--- src/rtl/byte_serial_adder_if.sv ---
// Handshake and operand/result bundle for byte_serial_adder.
// SUB exists only when ADDSEQ_SUB_EN is defined.
interface byte_serial_adder_if #(
    parameter int NBYTES = 4
);
    logic                  START;
    logic [8*NBYTES-1:0]   A;
    logic [8*NBYTES-1:0]   B;
    logic                  CIN;
`ifdef ADDSEQ_SUB_EN
    logic                  SUB;
`endif
    logic                  BUSY;
    logic                  DONE;
    logic [8*NBYTES-1:0]   SUM;
    logic                  COUT;
    logic                  OVF;
    logic [1:0]            dbg_state;

`ifdef ADDSEQ_SUB_EN
    modport master (output START, A, B, CIN, SUB,
                    input  BUSY, DONE, SUM, COUT, OVF, dbg_state);
    modport slave  (input  START, A, B, CIN, SUB,
                    output BUSY, DONE, SUM, COUT, OVF, dbg_state);
`else
    modport master (output START, A, B, CIN,
                    input  BUSY, DONE, SUM, COUT, OVF, dbg_state);
    modport slave  (input  START, A, B, CIN,
                    output BUSY, DONE, SUM, COUT, OVF, dbg_state);
`endif
endinterface

--- src/rtl/byte_serial_adder.sv ---
// Byte-serial multi-byte adder around one 8-bit hybrid adder, LSB byte first.
// Optional subtract mode is enabled by defining ADDSEQ_SUB_EN.
//
// Handshake: START is sampled only in IDLE; the accepting edge latches A/B/CIN.
// BUSY is high while in RUN, DONE pulses for one cycle when SUM/COUT/OVF are final.
// START seen in RUN or DONE is dropped, not queued.

module hybridadder8_struct (
    input  logic [7:0] X,
    input  logic [7:0] Y,
    input  logic       C0,
    output logic [7:0] S,
    output logic       C8
);
    logic [4:0] lo_w;
    logic [4:0] hi0_w;
    logic [4:0] hi1_w;

    // Ripple low nibble, carry-select high nibble.
    assign lo_w  = {1'b0, X[3:0]} + {1'b0, Y[3:0]} + {4'b0000, C0};
    assign hi0_w = {1'b0, X[7:4]} + {1'b0, Y[7:4]};
    assign hi1_w = {1'b0, X[7:4]} + {1'b0, Y[7:4]} + 5'd1;

    assign S  = {(lo_w[4] ? hi1_w[3:0] : hi0_w[3:0]), lo_w[3:0]};
    assign C8 = lo_w[4] ? hi1_w[4] : hi0_w[4];
endmodule

module byte_serial_adder #(
    parameter int NBYTES = 4
) (
    input  logic                CLK,
    input  logic                RST,
    byte_serial_adder_if.slave  bus
);
    localparam int W   = 8 * NBYTES;
    localparam int IW  = (NBYTES > 1) ? $clog2(NBYTES) : 1;

    typedef enum logic [1:0] {
        S_IDLE = 2'd0,
        S_RUN  = 2'd1,
        S_DONE = 2'd2
    } state_t;

    state_t          state_q;
    logic [W-1:0]    a_q;
    logic [W-1:0]    b_q;
    logic [W-1:0]    sum_q;
    logic [IW-1:0]   idx_q;
    logic [IW-1:0]   idx_d;
    logic            cr_q;
    logic            cout_q;
    logic            ovf_q;
    logic            busy_q;
    logic            done_q;

    logic [7:0]      x_w;
    logic [7:0]      y_w;
    logic [7:0]      s_w;
    logic            c8_w;
    logic            last_w;

    // Adder inputs come straight from registers only.
    assign x_w    = a_q[8*idx_q +: 8];
    assign y_w    = b_q[8*idx_q +: 8];
    assign idx_d  = idx_q + 1'b1;
    assign last_w = (idx_q == IW'(NBYTES - 1));

    hybridadder8_struct u_add (
        .X  (x_w),
        .Y  (y_w),
        .C0 (cr_q),
        .S  (s_w),
        .C8 (c8_w)
    );

    always_ff @(posedge CLK or posedge RST) begin
        if (RST) begin
            state_q <= S_IDLE;
            a_q     <= '0;
            b_q     <= '0;
            sum_q   <= '0;
            idx_q   <= '0;
            cr_q    <= 1'b0;
            cout_q  <= 1'b0;
            ovf_q   <= 1'b0;
            busy_q  <= 1'b0;
            done_q  <= 1'b0;
        end else begin
            case (state_q)
                S_IDLE: begin
                    if (bus.START) begin
                        a_q    <= bus.A;
`ifdef ADDSEQ_SUB_EN
                        // Subtract as A + ~B + 1; CIN is ignored then.
                        b_q    <= bus.SUB ? ~bus.B : bus.B;
                        cr_q   <= bus.SUB | bus.CIN;
`else
                        b_q    <= bus.B;
                        cr_q   <= bus.CIN;
`endif
                        idx_q   <= '0;
                        busy_q  <= 1'b1;
                        state_q <= S_RUN;
                    end
                end
                S_RUN: begin
                    sum_q[8*idx_q +: 8] <= s_w;
                    cr_q                <= c8_w;
                    if (last_w) begin
                        cout_q  <= c8_w;
                        ovf_q   <= (a_q[W-1] == b_q[W-1]) & (s_w[7] != a_q[W-1]);
                        busy_q  <= 1'b0;
                        done_q  <= 1'b1;
                        state_q <= S_DONE;
                    end else begin
                        idx_q <= idx_d;
                    end
                end
                S_DONE: begin
                    done_q  <= 1'b0;
                    state_q <= S_IDLE;
                end
                default: begin
                    busy_q  <= 1'b0;
                    done_q  <= 1'b0;
                    state_q <= S_IDLE;
                end
            endcase
        end
    end

    assign bus.BUSY      = busy_q;
    assign bus.DONE      = done_q;
    assign bus.SUM       = sum_q;
    assign bus.COUT      = cout_q;
    assign bus.OVF       = ovf_q;
    assign bus.dbg_state = state_q;
endmodule

--- src/flat_wrapper.sv ---
// flat-port wrapper written by rule: the top's interface ports become plain ports
module byte_serial_adder_flat 
#(
    parameter int NBYTES = 4
)
  (CLK, RST, bus_START, bus_A, bus_B, bus_CIN, bus_BUSY, bus_DONE, bus_SUM, bus_COUT, bus_OVF, bus_dbg_state);
  byte_serial_adder_if #(.NBYTES(NBYTES)) bus_i ();
  input  logic CLK;
  input  logic RST;
  input wire logic [$bits(bus_i.START)-1:0] bus_START;
  input wire logic [$bits(bus_i.A)-1:0] bus_A;
  input wire logic [$bits(bus_i.B)-1:0] bus_B;
  input wire logic [$bits(bus_i.CIN)-1:0] bus_CIN;
  output wire logic [$bits(bus_i.BUSY)-1:0] bus_BUSY;
  output wire logic [$bits(bus_i.DONE)-1:0] bus_DONE;
  output wire logic [$bits(bus_i.SUM)-1:0] bus_SUM;
  output wire logic [$bits(bus_i.COUT)-1:0] bus_COUT;
  output wire logic [$bits(bus_i.OVF)-1:0] bus_OVF;
  output wire logic [$bits(bus_i.dbg_state)-1:0] bus_dbg_state;
  assign bus_i.START = bus_START;
  assign bus_i.A = bus_A;
  assign bus_i.B = bus_B;
  assign bus_i.CIN = bus_CIN;
  assign bus_BUSY = bus_i.BUSY;
  assign bus_DONE = bus_i.DONE;
  assign bus_SUM = bus_i.SUM;
  assign bus_COUT = bus_i.COUT;
  assign bus_OVF = bus_i.OVF;
  assign bus_dbg_state = bus_i.dbg_state;
  byte_serial_adder #(.NBYTES(NBYTES)) u_core (.CLK(CLK), .RST(RST), .bus(bus_i));
endmodule
--- config.mk ---
export PLATFORM = sky130hd
export DESIGN_NAME = byte_serial_adder_flat
export DESIGN_NICKNAME = d
export VERILOG_FILES = /design/src/rtl/byte_serial_adder_if.sv /design/src/rtl/byte_serial_adder.sv /design/src/flat_wrapper.sv
export SDC_FILE = /design/constraint.sdc
export NUM_CORES = 1
export LEC_CHECK = 0
export BUFFER_PORTS_ARGS = -buffer_cell sky130_fd_sc_hd__buf_4
export CORE_MARGIN = 2
export CORE_UTILIZATION = 47
export CTS_BUF_LIST = sky130_fd_sc_hd__clkbuf_4 sky130_fd_sc_hd__clkbuf_8
export CTS_CLUSTER_DIAMETER = 80
export DETAILED_ROUTE_END_ITERATION = 16
export MAX_ROUTING_LAYER = met4
export PLACE_DENSITY = 0.68
export SYNTH_ARGS = -nofsm -noshare
export SYNTH_HDL_FRONTEND = slang
export SYNTH_HIERARCHICAL = 1
export SYNTH_SLANG_ARGS = --single-unit
--- constraint.sdc ---
create_clock -name CLK -period 10.2 [get_ports CLK]
set_input_delay 2.04 -clock CLK [delete_from_list [all_inputs] [get_ports CLK]]
set_output_delay 2.04 -clock CLK [all_outputs]
set_load 0.03 [all_outputs]
==> key figures <==
Clock tree
  – Post-CTS Resized: 0
  – CTS tree: built
  – Clk sinks: 105
  – Post-CTS Setup Inserts: 0
  – Clock latency at the later pin of the worst-skew pair: 0.37 ns
  – CTS buffer count: 9
  – Clock buffer depth: 2
  – H-tree Lvls: 3
  – Clock root cell: clkbuf_8
  – Cts hold-fix bufs: 0
  – Clock transition at path regs: 0.10 ns

Cells and area
  – Multi-input gate area: 2290 µm²
  – Antenna Cells: 0
  – Fillers: 852
  – Final net count: 516
  – Commonest cells after routing, fill and taps aside: buf_4, dfrtp_1, mux2_4
  – Layout cell share with drive strength beyond 1: 49.3%
  – Layout area overhead: 21.0%
  – Final instance area: 6170 µm²
  – Most common cell after layout, fill and taps aside: buf_4
  – Reg area: 2630 µm²
  – Final Core Density: 57.7%

Worst setup path
  – R2R Path Start: u_core/idx_q[1]
  – Data arrival, critical path: 3.91 ns
  – Critical-path cell list: mux4_2, inv_1, fa_1, fa_1, nor2b_1, o21ai_1, a21oi_1, xnor2_1, o22ai_1, mux2_2
  – Crit Path Max Fanout: 20
  – CP max stage cell: dfrtp_1
  – WS Path Type: flop to flop
  – Worst setup EP type: flop
  – Largest stage delay, worst path: 0.96 ns
  – FF-to-FF End: u_core/bus.OVF
  – R2r worst-path depth: 10
  – Worst path required time: 10.46 ns
  – Most Frequent Cell on Critical Path: fa_1
  – Critical Path Start: u_core/idx_q[1]
  – Setup slack, reg-to-reg: 6.56 ns
  – Startpoint types: flop

Timing
  – Fmax: 274 MHz
  – Max Slew Vio Count: 0
  – Slew HR: 17.9%
  – Post-route setup slack: 6.56 ns
  – Setup TNS: 0 ns
  – RSZ-0062 raised after global routing: no
  – Setup Skew: 0.0128 ns
  – Final Hold Vio Count: 0
  – Setup violations, final: 0
  – Worst-Margin Slew: 1.21 ns
  – Tcrit/Tclk final: 35.7%
  – Post-layout minimum cycle time: 3.64 ns

Die
  – Initial cell density of the core: 47.7%
  – Die Wd: 108 µm
  – Core Box Area: 10,700 µm²
  – Die span in y: 108 µm
  – Site Rows: 38
  – Die area: 11,700 µm²
  – Top Ports: 106

Run status
  – Status: complete, no violations

Synthesis
  – Seq/Total Area, Yosys: 51.5%
  – Cells after Synth: 326
  – Post-synth ARST share: 100%
  – #FFs+latches synth: 105
  – Cell area after synthesis: 5100 µm²
  – Number of flops mapped to enable cells by yosys: 0
  – Syn_area_per_cell: 15.6 µm²
  – Main flop type after synthesis: dfrtp_1
  – YS warnings: 6
  – Net Count, Synth: 411
  – Unique masters post-synth: 40

Placed design
  – Post-DP HPWL: 7250 µm
  – Placer Congestion: 0.804
  – Pre-CTS WS: 6.31 ns
  – Placed cell area: 5960 µm²
  – PortBufs: 105

Power and ir drop
  – Peak VDD IR: 241 µV
  – Switching power share of the total: 41.5%
  – Sequential power share: 31.0%
  – Clock Power Share: 11.3%
  – Pwr/cell area: 384 nW/µm²
  – Switching Power: 983 µW
  – Lkg Pwr: 3.00 nW
  – P_int: 1.38 mW
  – Comb pwr share: 57.7%

Worst hold path
  – Hold Path Depth: 1
  – Hold Startpoint: u_core/bus.SUM[26]
  – WHS Endpoint: u_core/bus.SUM[26]
  – HP Class: flop to flop

Routing
  – Residual DRC: 0
  – Vias/cell: 5.19
  – Drt initial violations: 98
  – Post-DR wirelength/cell: 17.4 µm
  – Vias: 2,987
  – Antenna viol nets, final: 0
  – First drt pass iteration count: 4
  – Wirelength, routed: 10,000 µm

Flow run
  – MaxCap Viol Count: 0

GRT
  – Vias in the first global route: 3,167
  – Overflow after GRT: 0
  – Largest net degree at the start of global routing: 86
  – First-pass GRT wire length: 16,200 µm
  – Initial antenna violation count: 0
  – Gr usage total: 18.9%
==> sequential cells by signal, indices dropped and copies added (netlist names), 2 cells and up <==
name / count
u_core/b_q: 32
u_core/bus.SUM: 32
u_core/a_q: 32
u_core/idx_q: 2
u_core/bus.dbg_state: 2
==> kinds of logic after synthesis <==
family / after synthesis / share of synthesized area [%]
DFF: 105 / 51.5
AOI/OAI and AO/OA: 48 / 7.44
adders and majority gates: 17 / 4.61
and+or+nand+nor: 36 / 4.93
xor gates and xnor gates: 7 / 1.35
buffers and inverters: 28 / 3.46
muxes: 85 / 26.7
==> worst max path at each step <==
stage                     endpoint  slack, ns  depth (start not counted)
finish              u_core/bus.OVF       6.56                         10
global route        u_core/bus.OVF       6.35                         10
CTS                 u_core/bus.OVF       6.52                         10
detailed placement  u_core/a_q[24]       6.31                          5
global placement    u_core/a_q[22]       6.35                          5
floorplan            u_core/a_q[0]       5.40                          1
==> power by group through the flow <==
stage	clock network (mW)	registers (mW)	logic [mW]
2_1_floorplan	0	0.788	0.980
6_report	0.267	0.734	1.37
5_1_grt	0.287	0.758	1.50
4_1_cts	0.273	0.737	1.38
3_5_place_dp	0	0.743	1.38
3_3_place_gp	0	0.735	1.35
==> stage by stage <==
stage | hold slack [ns] | instances | power (mW)
after CTS | 0.516 | 576 | 2.39
after detailed placement | 0.492 | 560 | 2.12
after floorplan | 0.475 | 326 | 1.77
after global placement | 0.482 | 560 | 2.09
final | 0.511 | 576 | 2.37
after global routing | 0.533 | 576 | 2.55
==> synth_stat cells (3+ instances only) <==
| master | instances | share of area [%] |
|---|---|---|
| dfrtp_1 | 105 | 52 |
| mux2_4 | 60 | 18 |
| a22o_1 | 32 | 5.5 |
| mux4_2 | 16 | 7.1 |
| ha_1 | 14 | 3.4 |
| inv_1 | 14 | 1.0 |
| nand2_1 | 11 | 0.81 |
| a21oi_1 | 8 | 0.79 |
| buf_6 | 8 | 1.8 |
| mux2_2 | 7 | 1.5 |
| nor2_1 | 6 | 0.44 |
| nand2b_1 | 4 | 0.49 |
| xnor2_1 | 4 | 0.69 |
| buf_2 | 3 | 0.29 |
| fa_1 | 3 | 1.2 |
==> critical path: cells and delay by family, from the launching register on <==
family	cells	cell delay (ns)
buffers and inverters	1	0.06
flip-flops	1	0.96
AO/OA/AOI/OAI	3	0.51
AND/OR/NAND/NOR	1	0.13
XOR/XNOR	1	0.34
adder cells (fa/ha/maj)	2	0.88
multiplexers	2	0.66
==> metal layers <==
| metal | up-vias | track usage, % | wire length, µm |
|---|---|---|---|
| met1 | 1491 | 25.1 | 4560 |
| li1 | 1401 | - | - |
| met4 | 0 | 6.14 | 138 |
| met5 | - | - | 0 |
| met3 | 11 | 3.50 | 533 |
| met2 | 84 | 29.5 | 4800 |
==> layout make-up <==
class                      count  area share (%)
clock inverter                 5           0.974
inverter                      14           0.892
multi-input combinational    193            37.2
tap                          140            2.84
timing repair buffer         108            13.1
sequential                   105            42.6
clock buffer                  11            2.35
(Power assumes the default switching activity.)
